<file path="src/rtl/aha_dma_pkg.sv">
// Shared types and helpers for the DMA AXI transaction guard.
// Optional build macro used by the guard: AHA_DMA_TXN_STATS_EN.
package aha_dma_pkg;

  typedef enum logic [2:0] {
    NONE    = 3'd0,
    WR_TMO  = 3'd1,
    RD_TMO  = 3'd2,
    WR_RESP = 3'd3,
    RD_RESP = 3'd4,
    WR_UNDF = 3'd5,
    RD_UNDF = 3'd6
  } err_code_t;

  typedef enum logic {
    RUN  = 1'b0,
    HALT = 1'b1
  } state_t;

  localparam logic [1:0] AXI_RESP_SLVERR = 2'b10;
  localparam logic [1:0] AXI_RESP_DECERR = 2'b11;

  // Lowest-numbered raised flag wins when several errors land together.
  function automatic err_code_t first_err(input logic [6:1] flags);
    err_code_t code;
    code = NONE;
    for (int i = 6; i >= 1; i--) begin
      if (flags[i]) code = err_code_t'(3'(i));
    end
    return code;
  endfunction

  // Outstanding-count update; a simultaneous issue and completion cancel,
  // and a completion at zero leaves the count at zero.
  function automatic logic [3:0] cnt_next(input logic [3:0] cnt,
                                          input logic       inc,
                                          input logic       dec);
    logic [3:0] n;
    if (inc && !dec) begin
      n = cnt + 4'd1;
    end else if (dec && !inc && (cnt != 4'd0)) begin
      n = cnt - 4'd1;
    end else begin
      n = cnt;
    end
    return n;
  endfunction

endpackage

</file>
<file path="src/rtl/aha_dma_txn_watchdog.sv">
// Per-direction progress watchdog: counts stalled cycles while transactions
// are outstanding and pulses timeout when the count reaches the limit.
module aha_dma_txn_watchdog #(
  parameter int TMO_W = 16
) (
  input  logic             clk,
  input  logic             rst_n,
  input  logic             clr,
  input  logic             busy,
  input  logic             progress,
  input  logic [TMO_W-1:0] limit,
  output logic             timeout
);

  logic [TMO_W-1:0] r_cnt;

  // Stall counter: cleared when idle, on progress or on error clear; saturates.
  always_ff @(posedge clk or negedge rst_n) begin
    if (!rst_n) begin
      r_cnt <= '0;
    end else if (clr || !busy || progress) begin
      r_cnt <= '0;
    end else if (r_cnt != {TMO_W{1'b1}}) begin
      r_cnt <= r_cnt + {{(TMO_W-1){1'b0}}, 1'b1};
    end else begin
      r_cnt <= r_cnt;
    end
  end

  // The counter keeps moving past the limit, so equality holds for one cycle.
  assign timeout = (limit != '0) && (r_cnt == limit);

endmodule

</file>
<file path="src/rtl/aha_dma_axi_txn_guard.sv">
// AXI4 handshake guard for the DMA master port: limits outstanding AW/AR,
// watches for stalls and error responses, and drives the abort interrupt.
// Optional build macro: AHA_DMA_TXN_STATS_EN (completion counters).
module aha_dma_axi_txn_guard
  import aha_dma_pkg::*;
#(
  parameter int MAX_OUTSTANDING = 4,
  parameter int TMO_W           = 16
) (
  input  logic             ACLK,
  input  logic             ARESETn,
  input  logic             S_AWVALID,
  output logic             S_AWREADY,
  output logic             M_AWVALID,
  input  logic             M_AWREADY,
  input  logic             S_ARVALID,
  output logic             S_ARREADY,
  output logic             M_ARVALID,
  input  logic             M_ARREADY,
  input  logic             BVALID,
  input  logic             BREADY,
  input  logic [1:0]       BRESP,
  input  logic             RVALID,
  input  logic             RREADY,
  input  logic             RLAST,
  input  logic [1:0]       RRESP,
  input  logic [TMO_W-1:0] CFG_TIMEOUT,
  input  logic             CFG_HALT_ON_ERR,
  input  logic             ERR_CLR,
  output logic             IRQ_ABORT,
  output logic [2:0]       ERR_CODE,
  output logic [3:0]       WR_OUTSTANDING,
  output logic [3:0]       RD_OUTSTANDING,
  output logic [31:0]      WR_DONE_CNT,
  output logic [31:0]      RD_DONE_CNT
);

  localparam logic [3:0] MAX_C = 4'(MAX_OUTSTANDING);

  state_t     r_state, w_state_nxt;
  err_code_t  r_err, w_err_nxt, w_new_err;
  logic [3:0] r_wr_cnt, r_rd_cnt;
  logic       r_aw_pend, r_ar_pend;
  logic       w_aw_ok, w_ar_ok, w_aw_hs, w_ar_hs, w_b_hs, w_r_hs, w_r_last;
  logic       w_b_err, w_r_err, w_wr_undf, w_rd_undf, w_wr_tmo, w_rd_tmo;
  logic       w_halt_err, w_wd_clr;
  logic [6:1] w_err_flags;

  // A valid already shown to the interconnect stays gated open until accepted.
  assign w_aw_ok   = r_aw_pend | ((r_state == RUN) & (r_wr_cnt < MAX_C));
  assign w_ar_ok   = r_ar_pend | ((r_state == RUN) & (r_rd_cnt < MAX_C));
  assign M_AWVALID = S_AWVALID & w_aw_ok;
  assign S_AWREADY = M_AWREADY & w_aw_ok;
  assign M_ARVALID = S_ARVALID & w_ar_ok;
  assign S_ARREADY = M_ARREADY & w_ar_ok;

  assign w_aw_hs   = M_AWVALID & M_AWREADY;
  assign w_ar_hs   = M_ARVALID & M_ARREADY;
  assign w_b_hs    = BVALID & BREADY;
  assign w_r_hs    = RVALID & RREADY;
  assign w_r_last  = w_r_hs & RLAST;
  assign w_b_err   = w_b_hs & ((BRESP == AXI_RESP_SLVERR) | (BRESP == AXI_RESP_DECERR));
  assign w_r_err   = w_r_hs & ((RRESP == AXI_RESP_SLVERR) | (RRESP == AXI_RESP_DECERR));
  assign w_wr_undf = w_b_hs & ~w_aw_hs & (r_wr_cnt == 4'd0);
  assign w_rd_undf = w_r_last & ~w_ar_hs & (r_rd_cnt == 4'd0);
  assign w_wd_clr  = ERR_CLR & (r_state == HALT);

  aha_dma_txn_watchdog #(.TMO_W(TMO_W)) u_wd_wr (
    .clk      (ACLK),
    .rst_n    (ARESETn),
    .clr      (w_wd_clr),
    .busy     (r_wr_cnt != 4'd0),
    .progress (w_b_hs),
    .limit    (CFG_TIMEOUT),
    .timeout  (w_wr_tmo)
  );

  aha_dma_txn_watchdog #(.TMO_W(TMO_W)) u_wd_rd (
    .clk      (ACLK),
    .rst_n    (ARESETn),
    .clr      (w_wd_clr),
    .busy     (r_rd_cnt != 4'd0),
    .progress (w_r_hs),
    .limit    (CFG_TIMEOUT),
    .timeout  (w_rd_tmo)
  );

  assign w_err_flags = {w_rd_undf, w_wr_undf, w_r_err, w_b_err, w_rd_tmo, w_wr_tmo};
  assign w_new_err   = first_err(w_err_flags);
  assign w_halt_err  = w_wr_tmo | w_rd_tmo | w_wr_undf | w_rd_undf |
                       (CFG_HALT_ON_ERR & (w_b_err | w_r_err));

  // Error FSM next state and sticky first-error code; a new error beats ERR_CLR.
  always_comb begin
    w_state_nxt = r_state;
    w_err_nxt   = r_err;
    if (w_halt_err) begin
      w_state_nxt = HALT;
    end else if (ERR_CLR) begin
      w_state_nxt = RUN;
    end else begin
      w_state_nxt = r_state;
    end
    if ((w_new_err != NONE) && ((r_err == NONE) || ERR_CLR)) begin
      w_err_nxt = w_new_err;
    end else if (ERR_CLR) begin
      w_err_nxt = NONE;
    end else begin
      w_err_nxt = r_err;
    end
  end

  // State, error code, outstanding counts and pending-valid flags.
  always_ff @(posedge ACLK or negedge ARESETn) begin
    if (!ARESETn) begin
      r_state   <= RUN;
      r_err     <= NONE;
      r_wr_cnt  <= 4'd0;
      r_rd_cnt  <= 4'd0;
      r_aw_pend <= 1'b0;
      r_ar_pend <= 1'b0;
    end else begin
      r_state   <= w_state_nxt;
      r_err     <= w_err_nxt;
      r_wr_cnt  <= cnt_next(r_wr_cnt, w_aw_hs, w_b_hs);
      r_rd_cnt  <= cnt_next(r_rd_cnt, w_ar_hs, w_r_last);
      r_aw_pend <= M_AWVALID & ~M_AWREADY;
      r_ar_pend <= M_ARVALID & ~M_ARREADY;
    end
  end

  assign IRQ_ABORT      = (r_state == HALT) | (r_err != NONE);
  assign ERR_CODE       = r_err;
  assign WR_OUTSTANDING = r_wr_cnt;
  assign RD_OUTSTANDING = r_rd_cnt;

`ifdef AHA_DMA_TXN_STATS_EN
  logic [31:0] r_wr_done, r_rd_done;

  // Completion counters; they wrap and survive ERR_CLR.
  always_ff @(posedge ACLK or negedge ARESETn) begin
    if (!ARESETn) begin
      r_wr_done <= 32'd0;
      r_rd_done <= 32'd0;
    end else begin
      r_wr_done <= r_wr_done + {31'd0, w_b_hs};
      r_rd_done <= r_rd_done + {31'd0, w_r_last};
    end
  end

  assign WR_DONE_CNT = r_wr_done;
  assign RD_DONE_CNT = r_rd_done;
`else
  assign WR_DONE_CNT = 32'd0;
  assign RD_DONE_CNT = 32'd0;
`endif

endmodule

</file>
<file path="config.mk">
export PLATFORM = sky130hd
export DESIGN_NAME = aha_dma_axi_txn_guard
export DESIGN_NICKNAME = d
export VERILOG_FILES = /design/src/rtl/aha_dma_pkg.sv /design/src/rtl/aha_dma_txn_watchdog.sv /design/src/rtl/aha_dma_axi_txn_guard.sv
export SDC_FILE = /design/constraint.sdc
export NUM_CORES = 1
export LEC_CHECK = 0
export CORE_MARGIN = 2
export CORE_UTILIZATION = 48
export CTS_BUF_LIST = sky130_fd_sc_hd__clkbuf_8
export DETAILED_ROUTE_END_ITERATION = 7
export PLACE_DENSITY = 0.93
export SLEW_MARGIN = 20
export SYNTH_ARGS = -nofsm -noshare
export SYNTH_HDL_FRONTEND = slang
export SYNTH_SLANG_ARGS = --single-unit
</file>
<file path="constraint.sdc">
create_clock -name ACLK -period 2.4 [get_ports ACLK]
set_input_delay 0.36 -clock ACLK [delete_from_list [all_inputs] [get_ports ACLK]]
set_output_delay 0.36 -clock ACLK [all_outputs]
set_load 0.02 [all_outputs]
</file>
## Word-level counts from Yosys, hierarchy flattened

Index checks and enable logic that the tools add are counted.

- Bits in registers: 46
- Input bits: 33
- Output and inout port bits: 80
- Logic and storage cells: 112

- Add/subtract/negate cells: 6
- $lt $le $gt $ge: 2
- Eq/ne operators: 8
- Multiplexer cells: 18
- Bitwise operators: 36
- Reductions and logical operators: 34

Operators with widths:

| cell | number |
|---|---|
| $mux 16 | 4 |
| $add 16x1->16 const B | 2 |
| $eq 16x16->1 | 2 |
| $ne 16x16->1 const B | 2 |
| $mux 3 | 8 |
| $and 1x1->1 | 21 |
| $mux 4 | 4 |
| $reduce_bool 16->1 | 1 |
| $reduce_bool 2->1 | 6 |
| $or 1x1->1 | 10 |
| $logic_and 1x1->1 | 9 |
| $add 4x1->4 const B | 2 |
| $eq 2x2->1 const B | 4 |
| $logic_not 4->1 | 2 |
| $lt 4x3->1 const B | 2 |
| $reduce_bool 4->1 | 2 |
| $sub 4x1->4 const B | 2 |
| $logic_not 1->1 | 6 |
| $reduce_bool 3->1 | 2 |
| $logic_or 1x1->1 | 5 |
| $not 1->1 | 5 |
| $logic_not 3->1 | 1 |
| $mux 1 | 2 |

## Logic depth before layout (Yosys ltp)

- Depth in word-level cells: 17
- Gate-level depth with buffers: 9

## By module

A second synthesis with hierarchy kept.

- Cells, all modules: 400
- Area, all modules: 3721.1 um^2

By module, submodules not included:

| module | times used | cells each | area each (um^2) | sequential area each (um^2) |
|---|---|---|---|---|
| aha_dma_txn_watchdog | 2 | 118 | 1122.3 | 400.4 |
| aha_dma_axi_txn_guard | 1 | 164 | 1476.4 | 350.3 |

## Worst setup path before layout

Ideal clock, no wire load.

- Kind: register to register
- From: reg r_rd_cnt[3] (netlist: RD_OUTSTANDING[3])
- To: reg r_rd_cnt[3] (netlist: RD_OUTSTANDING[3])
- Library setup time: 80 ps
- Arrival time: 2428 ps
- Required time: 2320 ps
- Slack: -108 ps
- Stages on the path, launching flop included: 10
- Path buffers: 0
- Path through: dfrtp_1 -> nor3_1 -> nor2_1 -> nor2b_1 -> nand3_1 -> ha_1 -> a21o_1 -> a21oi_1 -> mux2i_1 -> xor2_1

- Cells in the longest elaborated chain, start to end: 9
- Elaborated cells on any way between the ends: 15
- Classes of those cells: add/sub (2); order compare (1); mux (2); bitwise (4); reduce/logical (6)

Ends and longest elaborated chain:

| item | RTL line | source |
|---|---|---|
| start, declared | aha_dma_axi_txn_guard.sv:42 | `logic [3:0] r_wr_cnt, r_rd_cnt;` |
| start signal, assigned | aha_dma_axi_txn_guard.sv:126 | `r_rd_cnt <= cnt_next(r_rd_cnt, w_ar_hs, w_r_last);` |
| $lt 4x3->1 (*) | aha_dma_axi_txn_guard.sv:51 | `assign w_ar_ok = r_ar_pend \| ((r_state == RUN) & (r_rd_cnt < MAX_C));` |
| $and 1x1->1 (*) | aha_dma_axi_txn_guard.sv:51 |  |
| $or 1x1->1 (*) | aha_dma_axi_txn_guard.sv:51 |  |
| $and 1x1->1 (*) | aha_dma_axi_txn_guard.sv:54 | `assign M_ARVALID = S_ARVALID & w_ar_ok;` |
| named net M_ARVALID | aha_dma_axi_txn_guard.sv:18 | `output logic M_ARVALID,` |
| $and 1x1->1 (*) | aha_dma_axi_txn_guard.sv:58 | `assign w_ar_hs = M_ARVALID & M_ARREADY;` |
| $logic_not 1->1 | aha_dma_pkg.sv:41 | `end else if (dec && !inc && (cnt != 4'd0)) begin` |
| $logic_and 1x1->1 (2 in a row) | aha_dma_pkg.sv:41 |  |
| $reduce_bool 2->1 (no line) | - |  |

Mark *: on every way through the listed nets, which the timed path passes. The rest lies on a longest branch. The select of a mux whose other input is x is not followed.
A chain may end at the register's enable or synchronous reset.

## Worst setup path in the final report

- From: reg r_state
- To: out M_ARVALID

- Cells in the longest elaborated chain, start to end: 4

Ends and longest elaborated chain:

| item | RTL line | source |
|---|---|---|
| start, declared | aha_dma_axi_txn_guard.sv:40 | `state_t r_state, w_state_nxt;` |
| start signal, assigned | aha_dma_axi_txn_guard.sv:123 | `r_state <= w_state_nxt;` |
| $not 1->1 | aha_dma_axi_txn_guard.sv:51 |  |
| $and 1x1->1 | aha_dma_axi_txn_guard.sv:51 |  |
| $or 1x1->1 | aha_dma_axi_txn_guard.sv:51 |  |
| $and 1x1->1 | aha_dma_axi_txn_guard.sv:54 |  |
| end, declared | aha_dma_axi_txn_guard.sv:18 |  |

No other way between the ends.

==> qor.yml <==
clk_pin_slew_ns: 0.09
grt_max_degree: 30
regArea_sq_um: 1150
cpPeakStageDelay_ns: 0.63
cts_tree: "yes"
drc_errors: 0
htreeDepth: 2
yosysTopAreaCellShare: 0.344
cp_cell_sequence: "nor3_1 > nor2_1 > nor2b_2 > clkdlybuf4s50_1"
nets: 463
maxCapViolations: 0
final_max_slew_viol_count: 0
relSlewSlack: 0.571
cts_root_buf: "clkbuf_8"
synth_cells: 371
syn_area_per_cell_sq_um: 9.03
firstDrtPassIters: 4
worst_pin_slew_ns: 0.644
synth-edff-count: 0
final_cell_mix: "conb_1, dfrtp_1, clkdlybuf4s50_1"
gp_congestion: 0.876
cts.sinks: 46
dieArea_sq_um: 7660
crit_fanout: 6
drtIter0Drc: 174
vias: 2658
io_pins: 113
crit_arrival_ns: 1.92
worstSetupEndpointType: "output pin"
diodes: 0
setup_viol: 0
grt_pass1_vias: 2495
initial_utilization: 0.496
die_w_um: 87.5
fin_crit_ns: 2.28
grt_remaining_overflow: 0
postCtsResizedCells: 0
post-cts-setup-buffers: 0
place_hpwl_mm: 5.22
crit_family: "buffers and inverters"
synth-seq-area-share: 0.344
ctsHoldBuffers: 0
rsz0062_at_grt: "false"
synth_top_area_cell: "dfrtp_1"
hold_viol: 0
cp.required_ns: 2.04
synth_warnings: 0
avgViaCountPerCell: 5.28
antenna_left: 0
clock_latency_ns: 0.30
wl_per_cell_um: 13.6
numCtsBuffers: 5
area_growth_syn_to_layout_pct: 12.7
fin_crit_sh: 0.949
setup_ws_ns: 0.121
coreArea_sq_um: 6760
filler_cell_count: 580
drive_gt1_frac: 0.0520
utilization: 0.559
holdCritPathClass: "in2async"
crit_buf_inv: 1
clockBufferDepth: 2
outcome: "finished clean"
io_buffers: 46
yosys_most_used_dff: "dfrtp_1"
rows: 30
syn-cell-area_sq_um: 3350
synth.distinct_cells: 42
fp.dieH_um: 87.5
synth-async-reset-ratio: 1.00
synth_seq_cells: 46
grtUsageTotal: 0.185
wirelength_mm: 6.86
layout_commonest_cell: "conb_1"
fin_skew_ns: 0.0119
ys_top_cells_by_area: "dfrtp_1, buf_4, xor2_1"
grt_first_pass_wirelength_mm: 11.4
dp_slack_ns: 0.0767
max-vdd-ir-drop_v: 0.000657
cp_slowest_cell: "clkdlybuf4s50_1"
crit_path_start_kind: "flip-flop"
path_class: "reg2out"
fmax_mhz: 439
multiInputGateArea_sq_um: 1900
antenna_found_initial: 0
leakagePower_nw: 1.72
fin_tns_setup_ns: 0
powerDensity_nw_per_um2: 765
through the flow:
step / cells / cell area (sq um) / hold slack, ns / power (mW)
2_1_floorplan: 434 / 3590 / 0.0644 / 1.95
3_3_place_gp: 495 / 3670 / 0.420 / 2.27
3_5_place_dp: 495 / 3670 / 0.427 / 2.33
4_1_cts: 503 / 3770 / 0.103 / 2.90
5_1_grt: 503 / 3770 / 0.127 / 3.08
6_report: 503 / 3770 / 0.0759 / 2.89
registers in the layout, summed over array words and instances (netlist names):
| register | flops |
|---|---|
| u_wd_rd.r_cnt | 16 |
| u_wd_wr.r_cnt | 16 |
| RD_OUTSTANDING | 4 |
| WR_OUTSTANDING | 4 |
| ERR_CODE | 3 |
| r_ar_pend | 1 |
| r_aw_pend | 1 |
| r_state | 1 |
layer usage:
layer  up-vias  part of all wire  track usage
li1       1247                 -            -
met1      1280              0.43        0.243
met2       129              0.48        0.312
met3         2             0.078       0.0386
met4         0            0.0053       0.0517
met5         -                 0            0
path summary, 6_finish.rpt:
| kind | startpoint | endpoint | slack [ns] | cells past startpoint |
|---|---|---|---|---|
| min in group ACLK | RD_OUTSTANDING[3] | RD_OUTSTANDING[3] | 0.53 | 1 |
| max in group asynchronous | ARESETn | ERR_CODE[0] | 1.73 | 2 |
| min reg2reg | RD_OUTSTANDING[3] | RD_OUTSTANDING[3] | 0.53 | 1 |
| max | r_state | M_ARVALID | 0.12 | 4 |
| min | ARESETn | u_wd_rd.r_cnt[9] | 0.08 | 1 |
| max reg2reg | r_state | RD_OUTSTANDING[3] | 0.14 | 9 |
cell type report:
class                      count  share of cell area
clock inverter                 3             0.00995
tap                           80              0.0265
clock buffer                   5              0.0182
sequential                    46               0.305
timing repair buffer          50               0.129
inverter                       7             0.00696
multi-input combinational    312               0.505
worst reg2reg max path, cell delays in order, from the launching register on:
cell and delay, ns:
dfrtp_1 0.45, nor3_1 0.27, nor2_1 0.11, nor2b_2 0.17, nand3_1 0.13, buf_4 0.18, ha_1 0.30, a21oi_1 0.20
mux2i_1 0.24, xor2_1 0.15
cells in the mapped netlist (6+ instances only):
| cell | instances |
|---|---|
| buf_4 | 65 |
| dfrtp_1 | 46 |
| nor2_1 | 40 |
| xor2_1 | 37 |
| nand2_1 | 27 |
| xnor2_1 | 25 |
| nand3_1 | 22 |
| nand4_1 | 15 |
| nor3_1 | 11 |
| nor4_1 | 10 |
| a21oi_1 | 7 |
| inv_1 | 7 |
| ha_1 | 6 |
| nor2b_1 | 6 |
power breakdown:
group,internal (mW),total (mW),switching [mW]
registers,0.917,1.13,0.215
logic,0.541,1.20,0.655
clock network,0.303,0.557,0.254
kinds of logic (layout without fill, tap and decap cells):
| kind of cell | count (synthesis) | count (layout) | share of synthesized area |
|---|---|---|---|
| adder cells (fa/ha/maj) | 8 | 8 | 0.0344 |
| AND/OR/NAND/NOR | 147 | 147 | 0.228 |
| XOR/XNOR | 62 | 62 | 0.162 |
| other | 1 | 64 | 0.00112 |
| AO/OA/AOI/OAI | 27 | 27 | 0.0586 |
| flip-flops | 46 | 46 | 0.344 |
| buffers and inverters | 76 | 65 | 0.159 |
| multiplexers | 4 | 4 | 0.0131 |
Power figures use the tool's default switching activity.
